File: src/rtl/rca_accumulator.sv
// Frame accumulator that sums valid/ready beats through a ripple-carry adder.
// Define RCA_ACC_SUB_EN to add the InSub port for per-beat subtraction.

module rca #(
    parameter int DATA_WID = 64
) (
    input  logic [DATA_WID-1:0] InputA,
    input  logic [DATA_WID-1:0] InputB,
    input  logic                CarryInput,
    output logic [DATA_WID-1:0] Sum,
    output logic                CarryOutput
);
    logic [DATA_WID:0] carry;

    assign carry[0] = CarryInput;

    for (genvar i = 0; i < DATA_WID; i++) begin : g_fa
        assign Sum[i]       = InputA[i] ^ InputB[i] ^ carry[i];
        assign carry[i + 1] = (InputA[i] & InputB[i]) | (carry[i] & (InputA[i] ^ InputB[i]));
    end

    assign CarryOutput = carry[DATA_WID];
endmodule

module rca_accumulator #(
    parameter int DATA_WID  = 64,
    parameter int COUNT_WID = 8
) (
    input  logic                 Clock,
    input  logic                 Reset,
    input  logic                 InValid,
    output logic                 InReady,
    input  logic [DATA_WID-1:0]  InData,
    input  logic                 InLast,
`ifdef RCA_ACC_SUB_EN
    input  logic                 InSub,
`endif
    output logic                 OutValid,
    input  logic                 OutReady,
    output logic [DATA_WID-1:0]  OutSum,
    output logic [COUNT_WID-1:0] OutCarryCount,
    output logic [COUNT_WID-1:0] OutBeatCount
);
    typedef enum logic {ACC, HOLD} state_t;

    localparam logic [COUNT_WID-1:0] CNT_ONE = COUNT_WID'(1);

    state_t                state_q;
    logic [DATA_WID-1:0]   acc_q;
    logic [COUNT_WID-1:0]  beat_q, beat_d;
    logic [COUNT_WID-1:0]  carry_q, carry_d;
    logic                  in_ready_q;
    logic                  out_valid_q;

    logic [DATA_WID-1:0]   rca_b;
    logic                  rca_cin;
    logic [DATA_WID-1:0]   rca_sum;
    logic                  rca_cout;
    logic                  accept;

`ifdef RCA_ACC_SUB_EN
    // Two's-complement subtract: invert the operand and inject a carry.
    assign rca_b   = InSub ? ~InData : InData;
    assign rca_cin = InSub;
`else
    assign rca_b   = InData;
    assign rca_cin = 1'b0;
`endif

    rca #(.DATA_WID(DATA_WID)) u_rca (
        .InputA      (acc_q),
        .InputB      (rca_b),
        .CarryInput  (rca_cin),
        .Sum         (rca_sum),
        .CarryOutput (rca_cout)
    );

    assign accept = InValid && in_ready_q;

    // Both counters stick at all-ones rather than wrapping.
    always_comb begin
        beat_d  = (&beat_q) ? beat_q : beat_q + CNT_ONE;
        carry_d = (rca_cout && !(&carry_q)) ? carry_q + CNT_ONE : carry_q;
    end

    always_ff @(posedge Clock) begin
        if (Reset) begin
            state_q     <= ACC;
            acc_q       <= '0;
            beat_q      <= '0;
            carry_q     <= '0;
            in_ready_q  <= 1'b1;
            out_valid_q <= 1'b0;
        end else begin
            case (state_q)
                ACC: begin
                    if (accept) begin
                        acc_q   <= rca_sum;
                        beat_q  <= beat_d;
                        carry_q <= carry_d;
                        if (InLast) begin
                            state_q     <= HOLD;
                            in_ready_q  <= 1'b0;
                            out_valid_q <= 1'b1;
                        end
                    end
                end
                HOLD: begin
                    if (out_valid_q && OutReady) begin
                        state_q     <= ACC;
                        acc_q       <= '0;
                        beat_q      <= '0;
                        carry_q     <= '0;
                        in_ready_q  <= 1'b1;
                        out_valid_q <= 1'b0;
                    end
                end
                default: begin
                    state_q     <= ACC;
                    in_ready_q  <= 1'b1;
                    out_valid_q <= 1'b0;
                end
            endcase
        end
    end

    assign InReady       = in_ready_q;
    assign OutValid      = out_valid_q;
    assign OutSum        = acc_q;
    assign OutCarryCount = carry_q;
    assign OutBeatCount  = beat_q;
endmodule

File: config.mk
export PLATFORM = sky130hd
export DESIGN_NAME = rca_accumulator
export DESIGN_NICKNAME = d
export VERILOG_FILES = /design/src/rtl/rca_accumulator.sv
export SDC_FILE = /design/constraint.sdc
export NUM_CORES = 1
export LEC_CHECK = 0
export BUFFER_PORTS_ARGS = -buffer_cell sky130_fd_sc_hd__buf_4
export CAP_MARGIN = 25
export CORE_MARGIN = 4
export CORE_UTILIZATION = 43
export CTS_CLUSTER_DIAMETER = 120
export DETAILED_ROUTE_END_ITERATION = 12
export PLACE_DENSITY = 0.69
export SYNTH_ARGS = -nofsm -noshare
export SYNTH_HDL_FRONTEND = slang
export SYNTH_SLANG_ARGS = --single-unit
File: constraint.sdc
create_clock -name Clock -period 34.5 [get_ports Clock]
set_input_delay 6.9 -clock Clock [delete_from_list [all_inputs] [get_ports Clock]]
set_output_delay 6.9 -clock Clock [all_outputs]
set_load 0.01 [all_outputs]
### Word-level counts from Yosys, hierarchy flattened

Cells that the tools add are included.
W data, S select, Z words.

* register bits: 83
* latch bits: 0
* bits in writable memories: 0
* ROM bits: 0
* bits of input ports: 69
* output and inout bits: 82
* memories: 0

* add/sub/neg operators: 2
* $mul: 0
* div/mod/pow operators: 0
* magnitude comparators: 0
* equality and inequality tests: 5
* shift-type cells: 0
* mux-type cells: 22
* bitwise gates (word level): 318
* reductions and logical operators: 10

Operator list (number)
* $mux W64: 2
* $pmux W64 S2: 1
* $and A1 B1 Y1: 127
* $xor A1 B1 Y1: 127
* $or A1 B1 Y1: 63
* $mux W8: 5
* $pmux W8 S2: 2
* $add A8 B1 Y8 const B: 2
* $reduce_and A8 Y1: 2
* $mux W1: 9
* $reduce_and A3 Y1: 3
* $ne A2 B2 Y1 const B: 4
* $pmux W1 S2: 3
* $logic_and A1 B1 Y1: 3
* $ne A2 B1 Y1 const B: 1
* $reduce_and A2 Y1: 1
* $logic_not A1 Y1: 1
* $not A1 Y1: 1

### Longest topological paths before layout

Gate-level depths: netlist of run 1.

* depth in word-level cells: 131
* depth in mapped cells: 71

### Hierarchy

Synthesis of run 1 repeated with hierarchy kept, for this count alone.

* cells, all modules: 408
* area, all modules: 4439.3 µm²

Modules (own cells, without submodules)
* rca_accumulator: times used 1, cells each 334, area an instance 3120.5 µm², sequential area each 1661.6 µm²
* rca: times used 1, cells each 74, area an instance 1318.8 µm², sequential area each 0.0 µm²

### Least setup slack after synthesis of run 1

No wires, ideal clock.

* path type: in2reg
* start: in InData[0]
* end: reg carry_q[0] (netlist: OutCarryCount[0])
* arrival: 31.408 ns
* setup slack: 3.027 ns
* stages: 71
* path buffers: 1
* cell sequence: ha_1 -> inv_1 -> fa_1 -> fa_1 -> fa_1 -> fa_1 -> fa_1 -> fa_1 -> fa_1 -> fa_1 -> fa_1 -> fa_1 -> fa_1 -> fa_1 -> fa_1 -> fa_1 -> fa_1 -> fa_1 -> [35 not listed] -> fa_1 -> fa_1 -> fa_1 -> fa_1 -> fa_1 -> fa_1 -> fa_1 -> fa_1 -> fa_1 -> inv_1 -> fa_1 -> fa_1 -> inv_1 -> fa_1 -> a211oi_1 -> buf_2 -> mux2_2 -> nor2_1

* longest elaborated chain between the ends: 130

Ends and longest elaborated chain
* start, declared: RTL line 33 `input logic [DATA_WID-1:0] InData,`
* $and A1 B1 Y1 (2 in a row): RTL line 19 `assign carry[i + 1] = (InputA[i] & InputB[i]) | (carry[i] & (InputA[i] ^ InputB[i]));`
* $or A1 B1 Y1: RTL line 19
* $and A1 B1 Y1: RTL line 19
* $or A1 B1 Y1: RTL line 19
* $and A1 B1 Y1: RTL line 19
* $or A1 B1 Y1: RTL line 19
* $and A1 B1 Y1: RTL line 19
* $or A1 B1 Y1: RTL line 19
* [113 not listed]
* $or A1 B1 Y1: RTL line 19
* $and A1 B1 Y1: RTL line 19
* $or A1 B1 Y1: RTL line 19
* $and A1 B1 Y1: RTL line 19
* $or A1 B1 Y1: RTL line 19
* $logic_and A1 B1 Y1: RTL line 83 `carry_d = (rca_cout && !(&carry_q)) ? carry_q + CNT_ONE : carry_q;`
* $ne A2 B2 Y1 (no line)
* $reduce_and A3 Y1 (no line)
* end signal, assigned: RTL line 100 `carry_q <= carry_d;`
* end, declared: RTL line 51 `logic [COUNT_WID-1:0] carry_q, carry_d;`

No other way between the ends.
A chain may end at the register's enable or synchronous reset.

### Worst setup path in the final report of run 1

* start: in InData[0]
* end: reg carry_q[3] (netlist: OutCarryCount[3])

The elaborated chain is that of the path after synthesis.

==> metrics.txt, run 1 <==
DRC viols=0; Detail Route Antenna Nets=0; R2R setup slack=7.83 ns; dpl ws=1.25 ns; final slew viol count=0; Hold Vio Cnt, Final=0; GRT Util Overall=18.7%; antenna cells=0; Die Y=114 um; Synth Area per Inst=8.45 um^2; Worst path max stage delay=0.92 ns; Flop pwr share=38.1%; Max Freq=0.0304 GHz; CP max-delay cell=a211oi_1; Total Power=305 uW; status=finished, final reports clean; Register-to-Register Path Depth=70; max_slew headroom=24.4%; net count after synthesis=711; WP buf/inv=4; Initial DRT Pass Iterations=6; beginning of the worst register-to-register path=OutSum[0]; count of cell types in the netlist=34; share of post-route cells with drive strength above 1=23.4%; PostCTS Resize Cnt=0; CP Max Fanout=11; delay-heaviest family, CP=adder cells; clock buffer depth=2; internal power=211 uW; most used flip-flop cell after synthesis=dfxtp_1; via count=4,089; Routed WL=11.5 mm; initial antenna violation count=0; Fin Setup TNS=0 ns; CTS H-tree lvls=3; initial core utilization=44.3%; wire length per cell=13.5 um; CP most frequent cell=fa_1; final hold slack=0.505 ns; PwrDens=47.9 nW/um^2; 1st-iter DRT viols=280; Die ar.=13,100 um^2; cell leakage power=0.00288 uW; most frequent cells in the layout=152 x buf_4, 130 x nor2_1, 126 x inv_1, 83 x dfxtp_1, 70 x a21oi_1; CTS root buffer=clkbuf_16; max cap viols=0; vias in the first global route=4,236; Worst Tran Pin Value=1.13 ns; Synth Instances=576; Final #Nets=847; Net Sw Frac=30.6%; EDFF count, synth=0; Final Instance Area=6360 um^2; Yosys warning count=0; sum of net half-perimeters after detailed placement=8.49 mm; critical path capture point type=flip-flop; setup ws final=1.56 ns; Setup crit start kind=input port; clock-pin slew on the worst setup and hold paths=0.06 ns; area grow syn2layout=30.6%; post-route minimum period=32.94 ns; VDD IR-drop max=0.0249 mV; Logic pwr share=29.3%; CTS sink count=83; Layout fillers=974; Setup-failing EPs final=0; reg2reg end=OutCarryCount[3]; gpl congestion=0.883; first-pass GRT wire length=19.8 mm; largest net degree at the start of global routing=75; P_sw=93.2 uW; worst path arrival time=33.15 ns; Cell Rows=38; TritonCTS clock tree=built; clock skew=0.00568 ns; Clk pwr share=32.6%; Port-buffer cells=150; Hold Path End=OutBeatCount[7]; gr ovfl total=0; RSZ-0062 raised after global routing=false; critical path required time=34.71 ns; hold depth=2; Mapped Area=4870 um^2; Clock Latency Late Sink=0.33 ns; Vias per Instance=4.78; #FFs+latches synth=83; fin crit share=95.5%; die span in x=114 um; post-CTS setup buffer count=0; commonest non-fill, non-tap cell in the layout=buf_4; asr flop ratio synth=0%; CTS buffer count=9; Seq/Total Area, Yosys=34.1%; DP Area=6060 um^2; CP Launch Point=InData[0]; hold crit path type=flip-flop to flip-flop; Post-CTS Hold Fix Bufs=0; Top Ports=151; core area=11,000 um^2; Crit Path Class=input port to flip-flop; hold path start=OutBeatCount[7]
area by class of cell:
class,instances,area (um^2),share of cell area [%]
repair buffers,152,1140,18.0
clock inverters,3,65.1,1.02
well taps,140,175,2.76
clock buffers,11,233,3.66
inverters,126,473,7.44
multi-input cells,340,2610,41.0
flip-flops and latches,83,1660,26.1
worst register-to-register path: cells and delay by family (launching register included):
family	cells	cell delay, ns
AOI/OAI and AO/OA	2	1.04
buffers and inverters	3	0.18
DFF	1	0.35
and+or+nand+nor	1	0.33
adders and majority gates	64	24.66
Yosys cell counts (5+ instances only):
library cell	number	area [um^2]
or3_1	5	31.3
nand3_1	5	25.0
dfxtp_1	83	1660
fa_1	63	1260
a31oi_1	10	62.6
buf_2	8	40.0
a21oi_1	70	350
clkbuf_1	15	56.3
nand2_1	10	37.5
inv_1	126	473
nor2_1	131	492
and3_1	5	31.3
o21ai_0	9	45.0
worst max path at each step:
stage                  endpoint  slack (ns)  cells after the start
2_1_floorplan  OutCarryCount[0]        3.03                     71
3_3_place_gp   OutCarryCount[0]        1.67                     71
3_5_place_dp   OutCarryCount[3]        1.25                     71
4_1_cts        OutCarryCount[0]        1.57                     71
5_1_grt        OutCarryCount[3]        0.66                     71
6_report       OutCarryCount[3]        1.56                     71
per-layer routing:
metal  track usage [%]  part of all wire [%]
met1              24.9                    44
met2              29.7                    47
met3              4.97                   8.3
met4              6.10                   1.3
met5                 0                     0
stage by stage:
stage               instances  utilization (%)
finish                    855             57.9
global route              855             57.9
CTS                       855             57.9
detailed placement        841             55.2
global placement          841             55.2
floorplan                 576                -
power by group through the flow:
stage / logic (uW) / clock network [uW] / registers [uW]
3_5_place_dp: 90.4 / 0 / 118
5_1_grt: 104 / 106 / 117
2_1_floorplan: 52.2 / 0 / 121
4_1_cts: 90.8 / 102 / 116
3_3_place_gp: 87.1 / 0 / 117
6_report: 89.2 / 99.4 / 116
cell families after synthesis:
kind of cell	count (synthesis)	share of synthesized area, %
and+or+nand+nor	175	15.4
AOI/OAI and AO/OA	97	10.9
adders and majority gates	66	26.7
xor gates and xnor gates	1	0.180
DFF	83	34.1
muxes	1	0.231
buffers and inverters	153	12.5
sequential cells by signal, summed over array words and instances (netlist names):
signal and flops:
InReady 1, state_q 1, OutBeatCount 8, OutValid 1
OutCarryCount 8, OutSum 64
Power figures use the tool's default switching activity.
==> run 2, diff against run 1 <==
--- a/config.mk
+++ b/config.mk
@@ -8,10 +8,9 @@
 export BUFFER_PORTS_ARGS = -buffer_cell sky130_fd_sc_hd__buf_4
 export CAP_MARGIN = 25
 export CORE_MARGIN = 4
-export CORE_UTILIZATION = 43
+export CORE_UTILIZATION = 25
 export CTS_CLUSTER_DIAMETER = 120
 export DETAILED_ROUTE_END_ITERATION = 12
-export PLACE_DENSITY = 0.69
 export SYNTH_ARGS = -nofsm -noshare
 export SYNTH_HDL_FRONTEND = slang
 export SYNTH_SLANG_ARGS = --single-unit
==> run 2 against run 1 <==
Effect of this change:
- clock-buffer cell count down 2
- wire length up 7.1%
- worst hold slack better by 0.0013 ns
- via count down 1.3%
- total power about the same
- combinational power about the same
- maximum frequency about the same
- largest cell class unchanged
- global-route usage down 7.1 points
- register-to-register slack worse by 0.03 ns
- sequential cell count unchanged
==> metrics.txt, run 2 (synthesis results as in run 1) <==
Register-to-Register Path Depth=70 (unchanged); Port-buffer cells=150 (unchanged); max cap viols=0 (unchanged); clock-pin slew on the worst setup and hold paths=0.07 ns (was 0.06 ns); RSZ-0062 raised after global routing=false (unchanged); TritonCTS clock tree=built (unchanged); Vias per Instance=4.13 (was 4.78); fin crit share=95.6% (was 95.5%); gr ovfl total=0 (unchanged); first-pass GRT wire length=20.5 mm (was 19.8 mm); vias in the first global route=4,063 (was 4,236); GRT Util Overall=11.6% (was 18.7%); gpl congestion=0.754 (was 0.883); CTS sink count=83 (unchanged); most frequent cells in the layout=152 x buf_4, 130 x nor2_1, 126 x inv_1, 83 x dfxtp_1, 70 x a21oi_1 (unchanged); R2R setup slack=7.80 ns (was 7.83 ns); delay-heaviest family, CP=adder cells (unchanged); Die Y=148 um (was 114 um); PostCTS Resize Cnt=0 (unchanged); Cell Rows=50 (was 38); worst path arrival time=33.18 ns (was 33.15 ns); Clock Latency Late Sink=0.34 ns (was 0.33 ns); Initial DRT Pass Iterations=4 (was 6); CP max-delay cell=a211oi_1 (unchanged); Setup crit start kind=input port (unchanged); critical path capture point type=flip-flop (unchanged); CP Max Fanout=11 (unchanged); CP Depth=71 (unchanged); share of post-route cells with drive strength above 1=23.8% (was 23.4%); DP Area=6210 um^2 (was 6060 um^2); Setup-failing EPs final=0 (unchanged); Final #Nets=847 (unchanged); CTS root buffer=clkbuf_16 (unchanged); Hold Vio Cnt, Final=0 (unchanged); Max Freq=0.0303 GHz (was 0.0304 GHz); die span in x=148 um (was 114 um); DRC viols=0 (unchanged); largest net degree at the start of global routing=75 (unchanged); Routed WL=12.3 mm (was 11.5 mm); Detail Route Antenna Nets=0 (unchanged); critical path required time=34.71 ns (about the same); CP most frequent cell=fa_1 (unchanged); core area=19,000 um^2 (was 11,000 um^2); CP Capture Point=OutCarryCount[2] (was OutCarryCount[3]); Final Instance Area=6510 um^2 (was 6360 um^2); Die ar.=21,800 um^2 (was 13,100 um^2); reg2reg end=OutCarryCount[2] (was OutCarryCount[3]); area grow syn2layout=33.7% (was 30.6%); clock buffer depth=2 (unchanged); Crit Path Class=input port to flip-flop (unchanged); VDD IR-drop max=0.0200 mV (was 0.0249 mV); sum of net half-perimeters after detailed placement=9.06 mm (was 8.49 mm); hold depth=2 (unchanged); final slew viol count=0 (unchanged); initial antenna violation count=0 (unchanged); antenna cells=0 (unchanged); post-route minimum period=32.97 ns (was 32.94 ns); commonest non-fill, non-tap cell in the layout=buf_4 (unchanged); CP Launch Point=InData[0] (unchanged); final core utilization=34.3% (was 57.9%); via count=4,035 (was 4,089); placed cells=961 (was 841); Worst path max stage delay=0.91 ns (was 0.92 ns); Total Power=305 uW (about the same); Worst Tran Pin Value=1.09 ns (was 1.13 ns); Finished Layout Cells=977 (was 855); CTS buffer count=9 (unchanged); Top Ports=151 (unchanged); Post-CTS Hold Fix Bufs=0 (unchanged); number of flip-flops under the largest register name=64 (unchanged); beginning of the worst register-to-register path=OutSum[0] (unchanged); initial core utilization=25.7% (was 44.3%); status=finished, final reports clean (unchanged); Fin Setup TNS=0 ns (unchanged); hold crit path type=flip-flop to flip-flop (unchanged); 1st-iter DRT viols=111 (was 280); PwrDens=46.8 nW/um^2 (was 47.9 nW/um^2); clock skew=0.00923 ns (was 0.00568 ns); max_slew headroom=26.8% (was 24.4%); WP buf/inv=4 (unchanged); cell leakage power=0.00288 uW (about the same); wire length per cell=12.6 um (was 13.5 um); post-CTS setup buffer count=0 (unchanged); CTS H-tree lvls=3 (unchanged)
run 2: cell types whose count changed in the layout (fill, tap and decap cells not counted), sizes merged:
cell and delta:
clkbuf -2, clkinv +2, inv +3, bufinv -1
run 2: worst reg2reg max path: cells and delay by family (launching register included):
family          cells  cell delay, ns
buf+inv             3            0.18
compound gates      2            1.02
flops               1            0.35
fa+ha+maj          64           24.70
simple gates        1            0.32
run 2: layout make-up:
cell class              count  area [um^2]
clock buffers               9          225
clock inverters             7         75.1
fillers                  2015        12400
inverters                 126          473
multi-input cells         340         2610
flip-flops and latches     83         1660
well taps                 260          325
repair buffers            152         1140
run 2: through the flow:
| stage | setup WS, ns | hold slack [ns] |
|---|---|---|
| final | 1.53 | 0.506 |
| after global routing | 0.689 | 0.535 |
| after CTS | 1.44 | 0.507 |
| after detailed placement | 1.12 | 0.494 |
| after global placement | 1.37 | 0.486 |
| after floorplan | 3.03 | 0.500 |
run 2: how the worst min path moves through the flow:
stage | startpoint | to
global route | OutCarryCount[6] | OutCarryCount[6]
finish | OutBeatCount[7] | OutBeatCount[7]
CTS | OutBeatCount[7] | OutBeatCount[7]
floorplan | OutCarryCount[6] | OutCarryCount[6]
detailed placement | OutCarryCount[7] | OutCarryCount[7]
global placement | OutBeatCount[7] | OutBeatCount[7]
run 2: routing by layer:
layer  vias to the layer above  part of all wire (%)  wire (um)  global-route usage [%]
li1                       2022                     -          -                       -
met1                      1884                    45       5530                    14.9
met2                       118                    46       5620                    18.4
met3                        11                   8.2       1010                    3.89
met4                         0                   1.3        163                    3.63
met5                         -                     0          0                       0
run 2: power by group:
group	internal, uW	switching [uW]
sequential	107	9.03
combinational	42.2	47.0
clock	56.8	43.0
total	205	99.0
==> run 3, diff against run 2 <==
--- a/config.mk
+++ b/config.mk
@@ -5,12 +5,13 @@
 export SDC_FILE = /design/constraint.sdc
 export NUM_CORES = 1
 export LEC_CHECK = 0
-export BUFFER_PORTS_ARGS = -buffer_cell sky130_fd_sc_hd__buf_4
+export ABC_AREA = 1
 export CAP_MARGIN = 25
 export CORE_MARGIN = 4
 export CORE_UTILIZATION = 25
 export CTS_CLUSTER_DIAMETER = 120
 export DETAILED_ROUTE_END_ITERATION = 12
+export DONT_BUFFER_PORTS = 1
 export SYNTH_ARGS = -nofsm -noshare
 export SYNTH_HDL_FRONTEND = slang
 export SYNTH_SLANG_ARGS = --single-unit
==> run 3 against run 2 <==
Effect of this change:
- clock-buffer cell count grew 1
- clock skew grew 0.00094 ns
- die area grew 3.1%
- critical endpoint is now OutCarryCount[7]
- synthesized cell count grew 7.8%
- clock power grew 8%
- critical path type unchanged
==> metrics.txt, run 3 <==
status=finished, final reports clean (unchanged); placed cells=862 (was 961); CP Launch Point=InData[0] (unchanged); CTS H-tree lvls=3 (unchanged); R2R setup slack=8.19 ns (was 7.80 ns); critical path capture point type=flip-flop (unchanged); Max Freq=0.0309 GHz (was 0.0303 GHz); number of flip-flops under the largest register name=64 (unchanged); CP max-delay cell=fa_1 (was a211oi_1); Total Power=301 uW (was 305 uW); #FFs+latches synth=83 (unchanged); CTS buffer count=9 (unchanged); sum of net half-perimeters after detailed placement=8.95 mm (was 9.06 mm); Crit Path Class=input port to flip-flop (unchanged); top cell type's share of synthesized area=33.0% (was 34.1%); via count=3,706 (was 4,035); Clock Latency Late Sink=0.34 ns (about the same); RSZ-0062 raised after global routing=false (unchanged); Finished Layout Cells=878 (was 977); Initial DRT Pass Iterations=4 (unchanged); most frequent cells in the layout=199 x inv_1, 85 x nor2_1, 83 x dfxtp_1, 63 x fa_1, 61 x o22ai_1 (was 152 x buf_4, 130 x nor2_1, 126 x inv_1, 83 x dfxtp_1, 70 x a21oi_1); share of post-route cells with drive strength above 1=3.75% (was 23.8%); vias in the first global route=3,874 (was 4,063); Register-to-Register Path Depth=73 (was 70); GR met2 Demand/Resource=18.4% (about the same); delay-heaviest family, CP=adder cells (unchanged); Post-synth top cells=199 x inv_1, 85 x nor2_1, 83 x dfxtp_1 (was 131 x nor2_1, 126 x inv_1, 83 x dfxtp_1); reg2reg end=OutCarryCount[7] (was OutCarryCount[2]); first-pass GRT wire length=20.1 mm (was 20.5 mm); Die Y=150 um (was 148 um); Clk pwr share=35.9% (was 32.8%); antenna cells=0 (unchanged); internal power=202 uW (was 206 uW); EDFF count, synth=0 (unchanged); max_slew headroom=42.9% (was 26.8%); beginning of the worst register-to-register path=OutSum[0] (unchanged); gpl congestion=0.764 (was 0.754); Final #Nets=743 (was 847); wire length per cell=14.0 um (was 12.6 um); 1st-iter DRT viols=146 (was 111); Setup crit start kind=input port (unchanged); clock buffer depth=2 (unchanged); clock-pin slew on the worst setup and hold paths=0.07 ns (about the same); Seq/Total Area, Yosys=33.0% (was 34.1%); Fin Setup TNS=0 ns (unchanged); gr ovfl total=0 (unchanged); fin crit share=93.9% (was 95.6%); Port-buffer cells=0 (was 150); Worst Tran Pin Value=0.857 ns (was 1.09 ns); worst path arrival time=32.65 ns (was 33.18 ns); CTS sink count=83 (unchanged); DRC viols=0 (unchanged); Synth Instances=621 (was 576); cell leakage power=0.00228 uW (was 0.00288 uW); Yosys top cell by area=dfxtp_1 (unchanged); Setup-failing EPs final=0 (unchanged); PwrDens=54.1 nW/um^2 (was 46.8 nW/um^2); post-route minimum period=32.41 ns (was 32.97 ns); VDD IR-drop max=0.0214 mV (was 0.0200 mV); post-CTS setup buffer count=0 (unchanged); met3 global-route usage=5.06% (was 3.89%); Die ar.=22,400 um^2 (was 21,800 um^2); largest net degree at the start of global routing=71 (was 75); hold crit path type=flip-flop to flip-flop (unchanged); hold depth=2 (unchanged); Post-CTS Hold Fix Bufs=0 (unchanged); PostCTS Resize Cnt=0 (unchanged); Cell Rows=51 (was 50); count of cell types in the netlist=28 (was 34); setup ws final=2.09 ns (was 1.53 ns); Hold Path End=OutSum[0] (was OutBeatCount[7]); Net Sw Frac=32.8% (was 32.5%); CP most frequent cell=fa_1 (unchanged); asr flop ratio synth=0% (unchanged); max cap viols=0 (unchanged); Logic pwr share=23.5% (was 29.3%); final slew viol count=0 (unchanged); core area=19,700 um^2 (was 19,000 um^2); Yosys warning count=0 (unchanged); hold path start=OutSum[0] (was OutBeatCount[7]); Mapped Area=5030 um^2 (was 4870 um^2); TritonCTS clock tree=built (unchanged); Worst path max stage delay=0.43 ns (was 0.91 ns); Layout fillers=2,154 (was 2,015); initial core utilization=25.6% (was 25.7%); Synth Area per Inst=8.10 um^2 (was 8.45 um^2); die span in x=150 um (was 148 um); Hold Vio Cnt, Final=0 (unchanged); P_sw=98.8 uW (was 99.0 uW); WP buf/inv=4 (unchanged); net count after synthesis=756 (was 711); Detail Route Antenna Nets=0 (unchanged); most frequent cell after synthesis=inv_1 (was nor2_1); initial antenna violation count=1 (was 0); Vias per Instance=4.22 (was 4.13); dpl ws=1.77 ns (was 1.12 ns); CP Max Fanout=11 (unchanged); Top Ports=151 (unchanged); critical path required time=34.74 ns (was 34.71 ns); area grow syn2layout=10.6% (was 33.7%); commonest non-fill, non-tap cell in the layout=inv_1 (was buf_4); Flop pwr share=40.6% (was 37.9%); clock skew=0.0102 ns (was 0.00923 ns); most used flip-flop cell after synthesis=dfxtp_1 (unchanged); CTS root buffer=clkbuf_16 (unchanged); main area contributors after synthesis=dfxtp_1 33%, fa_1 25%, inv_1 15% (was dfxtp_1 34%, fa_1 26%, nor2_1 10%); Most Crowded Layer GR=met2 (unchanged); M1 GR Usage=13.9% (was 14.9%); Routed WL=12.3 mm (about the same); GRT Util Overall=11.4% (was 11.6%)
-- run 3: worst max path at each step --
stage	endpoint	slack, ns	depth (start not counted)
after global routing	OutCarryCount[7]	1.18	73
after floorplan	OutCarryCount[0]	3.22	74
after global placement	OutCarryCount[7]	1.97	73
final	OutCarryCount[7]	2.09	73
after CTS	OutCarryCount[7]	2.02	73
after detailed placement	OutCarryCount[7]	1.77	73
-- run 3: power by group through the flow --
stage / logic, uW / clock network, uW / registers [uW]
finish: 70.9 / 108 / 122
global route: 85.9 / 117 / 124
CTS: 72.3 / 114 / 123
detailed placement: 71.7 / 0 / 125
global placement: 69.0 / 0 / 125
floorplan: 60.9 / 0 / 120
-- run 3: logic make-up after synthesis --
family	after synthesis	synth area share, %
buffers and inverters	225	17.7
AND/OR/NAND/NOR	164	13.5
AO/OA/AOI/OAI	83	9.95
flip-flops	83	33.0
adder cells (fa/ha/maj)	66	25.8
-- run 3: per-layer routing --
metal  vias to the layer above  routed length, um
met1                      1765               5170
met3                        12               1190
li1                       1810                  -
met4                         2                142
met2                       117               5750
met5                         -                 13
-- run 3: area by class of cell --
class	count	area, um^2	share of cell area (%)
clock inverter	6	88.8	1.60
clock buffer	10	239	4.30
sequential	83	1660	29.9
tap	265	332	5.96
timing repair buffer	1	7.51	0.135
inverter	200	753	13.5
multi-input combinational	313	2480	44.6
-- run 3: worst min-delay path, stage by stage (launching register included) --
cell     delay [ns]
dfxtp_1        0.36
nand2_1        0.09
a21oi_1        0.05
-- run 3: per-stage QoR --
step	utilization, %	hold slack (ns)	cell area [um^2]
after floorplan	-	0.498	5030
after global placement	26.6	0.519	5230
after detailed placement	26.6	0.533	5230
after CTS	28.3	0.542	5560
after global routing	28.3	0.574	5560
final	28.3	0.539	5560
